File: src/rtl/cic_pkg.sv
// Shared CIC constants and helpers used by the interpolator and decimator.
package cic_pkg;

    localparam int N_STAGES       = 3;
    localparam int MAX_LOG2_R     = 4;
    localparam int DEF_WIDTH      = 16;
    localparam int DEF_BIT_GROWTH = 12;
    localparam int DEF_W          = DEF_WIDTH + DEF_BIT_GROWTH;
    localparam int PH_BITS        = MAX_LOG2_R;

    typedef logic [PH_BITS-1:0] phase_t;
    typedef logic [2:0]         log2r_t;

    function automatic log2r_t clamp_k(input log2r_t k);
        return (k > log2r_t'(MAX_LOG2_R)) ? log2r_t'(MAX_LOG2_R) : k;
    endfunction

endpackage

File: src/rtl/cic_phase_ctrl.sv
// Low-rate slot sequencing: phase counter, rate latch, handshake, underrun.
module cic_phase_ctrl
    import cic_pkg::*;
(
    input  logic   clk,
    input  logic   rst,
    input  logic   en,
    input  logic   bypass,
    input  log2r_t factor,
    input  logic   x_valid,
    output phase_t ph,
    output log2r_t k_reg,
    output logic   slot,
    output logic   accept,
    output logic   x_ready,
    output logic   underrun
);

    log2r_t               k_new;
    logic [PH_BITS:0]     r_cur;
    phase_t               ph_last;

    assign k_new   = clamp_k(factor);
    assign r_cur   = (PH_BITS+1)'(1) << k_reg;
    assign ph_last = PH_BITS'(r_cur - 1'b1);

    assign slot    = en && !bypass && (ph == '0);
    assign accept  = slot && x_valid;
    assign x_ready = bypass || (en && (ph == '0));

    // The period that starts at ph==0 already runs at the newly latched rate.
    always_ff @(posedge clk) begin
        if (rst) begin
            ph       <= '0;
            k_reg    <= '0;
            underrun <= 1'b0;
        end else if (bypass) begin
            ph <= '0;
        end else if (en) begin
            if (ph == '0) begin
                k_reg <= k_new;
                ph    <= (k_new == '0) ? phase_t'(0) : phase_t'(1);
                if (!x_valid)
                    underrun <= 1'b1;
            end else begin
                ph <= (ph == ph_last) ? phase_t'(0) : ph + 1'b1;
            end
        end
    end

endmodule

File: src/rtl/cic_interpolator.sv
// Three-stage CIC interpolator, R = 2^k (k <= 4), unity DC gain.
module cic_interpolator
    import cic_pkg::*;
#(
    parameter int WIDTH      = DEF_WIDTH,
    parameter int BIT_GROWTH = DEF_BIT_GROWTH
)
(
    input  logic             clk,
    input  logic             rst,
    input  logic             EN,
    input  logic             bypass,
    input  logic [2:0]       Interpolation_Factor,
    input  logic [WIDTH-1:0] x_n,
    input  logic             x_valid,
    output logic             x_ready,
    output logic [WIDTH-1:0] y_n,
    output logic             y_valid,
    output logic             underrun
);

    localparam int W = WIDTH + BIT_GROWTH;

    phase_t            ph;
    log2r_t            k_reg;
    logic              slot;
    logic              accept;
    logic              y_valid_q;
    logic [W-1:0]      x_ext;
    logic [W-1:0]      c     [N_STAGES+1];
    logic [W-1:0]      d     [N_STAGES];
    logic [W-1:0]      integ [N_STAGES];
    logic [W-1:0]      u;
    logic [WIDTH-1:0]  y_dp;

    cic_phase_ctrl u_phase (
        .clk      (clk),
        .rst      (rst),
        .en       (EN),
        .bypass   (bypass),
        .factor   (Interpolation_Factor),
        .x_valid  (x_valid),
        .ph       (ph),
        .k_reg    (k_reg),
        .slot     (slot),
        .accept   (accept),
        .x_ready  (x_ready),
        .underrun (underrun)
    );

    assign x_ext = accept ? {{BIT_GROWTH{x_n[WIDTH-1]}}, x_n} : '0;
    assign c[0]  = x_ext;

    for (genvar s = 0; s < N_STAGES; s++) begin : g_comb
        assign c[s+1] = c[s] - d[s];
    end

    // A missed slot still clocks the combs, with zero as the input.
    always_ff @(posedge clk) begin
        if (rst) begin
            for (int s = 0; s < N_STAGES; s++)
                d[s] <= '0;
        end else if (slot) begin
            for (int s = 0; s < N_STAGES; s++)
                d[s] <= c[s];
        end
    end

    always_ff @(posedge clk) begin
        if (rst) begin
            u <= '0;
            for (int s = 0; s < N_STAGES; s++)
                integ[s] <= '0;
        end else if (EN && !bypass) begin
            u        <= (ph == '0) ? c[N_STAGES] : '0;
            integ[0] <= integ[0] + u;
            for (int s = 1; s < N_STAGES; s++)
                integ[s] <= integ[s] + integ[s-1];
        end
    end

    always_ff @(posedge clk) begin
        if (rst)
            y_valid_q <= 1'b0;
        else
            y_valid_q <= EN;
    end

    // Gain is R^2, so drop 2k LSBs of the last integrator.
    assign y_dp    = WIDTH'(integ[N_STAGES-1] >> {k_reg, 1'b0});
    assign y_n     = bypass ? x_n : y_dp;
    assign y_valid = bypass ? x_valid : y_valid_q;

endmodule

File: config.mk
export PLATFORM = sky130hd
export DESIGN_NAME = cic_interpolator
export DESIGN_NICKNAME = d
export VERILOG_FILES = /design/src/rtl/cic_pkg.sv /design/src/rtl/cic_phase_ctrl.sv /design/src/rtl/cic_interpolator.sv
export SDC_FILE = /design/constraint.sdc
export NUM_CORES = 1
export LEC_CHECK = 0
export ABC_CLOCK_PERIOD_IN_PS = 13600
export BUFFER_PORTS_ARGS = -buffer_cell sky130_fd_sc_hd__buf_2
export CAP_MARGIN = 20
export CORE_MARGIN = 8
export CORE_UTILIZATION = 65
export CTS_BUF_LIST = sky130_fd_sc_hd__clkbuf_8
export DETAILED_ROUTE_END_ITERATION = 8
export GPL_TIMING_DRIVEN = 0
export PLACE_DENSITY_LB_ADDON = 0.08
export RECOVER_POWER = 100
export SKIP_CTS_REPAIR_TIMING = 1
export SYNTH_ARGS = -nofsm -noshare
export SYNTH_HDL_FRONTEND = slang
export SYNTH_HIERARCHICAL = 1
export SYNTH_SLANG_ARGS = --single-unit
export TNS_END_PERCENT = 100
File: constraint.sdc
create_clock -name clk -period 13.6 [get_ports clk]
set_clock_uncertainty 0.05 [all_clocks]
set_input_delay 2.04 -clock clk [delete_from_list [all_inputs] [get_ports clk]]
set_output_delay 2.04 -clock clk [all_outputs]
set_load 0.01 [all_outputs]
==> metrics.md <==
| Metric | Value |
|---|---|
| DR WL/cell | between 15 and 20 um |
| Netlist Area Pre-Place | about 16000 um^2 |
| Critical path's largest stage delay | between 0.8 and 0.9 ns |
| Syn_nets | roughly 1900 |
| Diode count | 0 |
| Die width | ~170 um |
| Grt ovf | 0 |
| Standard-cell rows | 56 |
| Post-synth EDFFs | between 150 and 200 |
| FMAX | slightly below 0.1 GHz |
| Via count of the first global-routing pass | approximately 12000 |
| Slew HR | -116.1% |
| Drt pass-1 iters | 5 |
| Post-Route WL | a little under 40000 um |
| Largest net degree at the start of global routing | slightly below 60 |
| Status | finished, violations left |
| Post-Layout Cell Count | 2083 |
| Die Y | 170.4 um |
| Syn-to-layout area delta | 6.085% |
| Vias | between 10000 and 15000 |
| Worst-skew pair later-pin latency | between 0.5 and 0.6 ns |
| Class of the tightest hold or removal check | flip-flop to flip-flop |
| Area of the core | between 20000 and 25000 um^2 |
| Final net count | between 1500 and 2000 |
| Longest Clk Path Bufs | 2 |
| Area of the die | about 29000 um^2 |
| Final setup viols | 0 |
| Crit path max-delay family | compound AO/OA/AOI/OAI gates |
| Final worst slack | about 3.2 ns |
| Clock Tree Root | clkbuf_8 |
| Dpl ws | 3.715 ns |
| Fin crit share | 76.25% |
| Synthesis-stage register bit count | just under 200 |
| Least-Margin Pin Slew | between 3 and 4 ns |
| Yosys warns | 6 |
| Max FO, Critical Path | 10 |
| DP Cell Count | 2051 |
| CTS Buf Count | 17 |
| Hpwl dp | about 30000 um |
| Layout cells sized above 1 | under 10% |
| Final setup TNS | 0 ns |
| Clock slew at reported path FFs | roughly 0.11 ns |
| Startpoint Class | input port |
| Ys flop type | edfxtp_1 |
| Post-Syn Instances | between 1500 and 2000 |
| Pwr/cell area | 130.4 nW/um^2 |
| GPL Wtd Cong | approximately 0.95 |
| Max-slew violation count | around 150 |
| Violated checks | capacitance limit, slew limit |
| Tmin final | 10.37 ns |
| I/O pins | 43 |
| WP data required | between 10 and 15 ns |
| Multi-input logic area | between 9000 and 10000 um^2 |
| Seq/Total Area, Yosys | a little over a third |
| Crit Path Class | input port to flip-flop |
| Max cap viols | 3 |
| Vias per cell | 6.161 |
| Post-route DRC | 0 |
| DRT antenna net count | 0 |
| Largest regs | integ x84, d x72, u x28 |
| Number of port buffers | 42 |
| CTS tree | done |
| Leak | roughly 7.0 nW |
| Gr usage total | roughly 27% |
| Crit end category | flip-flop |
| Max FFs per register | 84 |
| Initial DRC count | roughly 930 |
| Starting Density | between 60% and 70% |
| Syn_area_per_cell | 9.185 um^2 |
| Sequential cell area | around 5400 um^2 |
| Largest reg by FF count | integ |
| Initial antenna violation count | 0 |
| Unrepaired setup endpoints after global routing | false |
| First-pass GRT wire length | 62180 um |
| Worst Path Buf+Inv | 3 |
| H-tree level count | 4 |
| Synth unique cells | 88 |
| Share of flip-flops with an asynchronous set or reset | 0% |
| Clock Sinks | slightly below 200 |
| Final Hold Vio Count | 0 |
| Fill count | between 1500 and 2000 |
| Critical path arrival | 10.72 ns |
| Slowest-stage cell, CP | a2111oi_0 |
| Maximum vdd drop | around 73 uV |
==> per-stage QoR <==
step	util [%]	area (um^2)	hold slack (ns)	total power [mW]
6_report	70.07	16450	0.4187	2.145
2_1_floorplan	-	15500	0.3815	1.505
5_1_grt	70.07	16450	0.4325	2.278
3_3_place_gp	68.65	16110	0.3961	1.729
4_1_cts	70.52	16550	0.4180	2.138
3_5_place_dp	68.87	16170	0.4022	1.745
==> kinds of logic after synthesis <==
family / count (synthesis) / share of synthesized area [%]
AND/OR/NAND/NOR: 543 / 17.81
AO/OA/AOI/OAI: 489 / 21.08
flip-flops: 193 / 34.99
buffers and inverters: 161 / 3.930
adder cells (fa/ha/maj): 160 / 13.20
XOR/XNOR: 107 / 6.182
multiplexers: 35 / 2.800
==> worst reg2reg max path, delay by kind of cell (launching register included) <==
family | cells | cell delay, ns
DFF | 1 | 0.41
AOI/OAI and AO/OA | 12 | 3.91
buffers and inverters | 2 | 0.47
and+or+nand+nor | 11 | 2.23
adders and majority gates | 4 | 1.18
xor gates and xnor gates | 2 | 0.57
==> power by group <==
group	switching (mW)	internal (mW)
clock	0.241	0.152
combinational	0.595	0.405
sequential	0.0468	0.706
total	0.883	1.26
==> synthesized netlist by cell type, types with 3 or more instances <==
cell type  instances  area, um^2
mux4_2             6       135.1
a21o_1            67       503.0
a31oi_1           21       131.4
ha_1             154        1927
buf_1              3       11.26
mux2i_1           22       220.2
edfxtp_1         156        4684
and4_1             7       61.31
clkbuf_1          40       150.1
xnor2_1           57       499.2
and3_1            30       187.7
nand4_1            6       37.54
or3_1              8       50.05
fa_1               6       120.1
xor2_1            48       420.4
inv_1            113       424.2
a211oi_1          27       202.7
nand3_1           28       140.1
o211ai_1          18       135.1
a21boi_0           6       45.04
nand2b_1          23       143.9
a221oi_1           3       26.28
buf_2              4       20.02
and2_1            78       488.0
or2_2             10       62.56
nor4_1             5       31.28
o21ai_0          106       530.5
a21oi_1           99       495.5
o22ai_1            9       56.30
o31ai_1           12       90.09
nor3b_1            6       45.04
nand2_1          109       409.1
nor3_1            45       225.2
nor2b_1           29       181.4
o21a_1            39       292.8
mux2_2             7       78.83
a22o_1             6       52.55
a211o_1            4       35.03
nor2_1           142       533.0
o21bai_1           8       60.06
dfxtp_1           37       740.7
o31a_1            13       113.9
o21ai_1            9       45.04
==> worst paths after layout <==
kind                                      endpoint                       start  cells after the start  slack, ns
worst max-delay path            u[24]$_SDFFE_PP0P_                          EN                     31       3.23
worst min-delay path            u[26]$_SDFFE_PP0P_          u[26]$_SDFFE_PP0P_                      2       0.42
worst max register to register  u[24]$_SDFFE_PP0P_  u_phase/ph[0]$_SDFFE_PP0P_                     31       4.68
worst min register to register  u[26]$_SDFFE_PP0P_          u[26]$_SDFFE_PP0P_                      2       0.42
==> cells in the final DEF (no fill, tap or decap), drive strengths merged, types with 48 or more instances in the layout <==
cell type | Yosys | final
nor2 | 142 | 142
xor2 | 49 | 49
a21o | 67 | 67
nor3 | 48 | 48
a21oi | 99 | 99
and2 | 78 | 78
nand2 | 109 | 109
clkbuf | 40 | 83
o21ai | 117 | 117
xnor2 | 57 | 57
inv | 114 | 121
edfxtp | 156 | 156
ha | 154 | 154
==> cell type report <==
cell class / count / area share, %
buffer: 47 / 1.088
clock buffer: 17 / 1.423
clock inverter: 15 / 0.9281
inverter: 114 / 2.609
multi-input combinational: 1334 / 57.38
sequential: 193 / 32.99
tap: 319 / 2.427
timing repair buffer: 44 / 1.156
==> per-layer routing <==
| metal | global-route usage (%) | wire [um] |
|---|---|---|
| met5 | 0 | 0 |
| met2 | 45.15 | 18760 |
| met1 | 34.06 | 17040 |
| met4 | 12.43 | 1503 |
| met3 | 3.846 | 1874 |
Note: power is estimated with default switching activity, not from simulation.
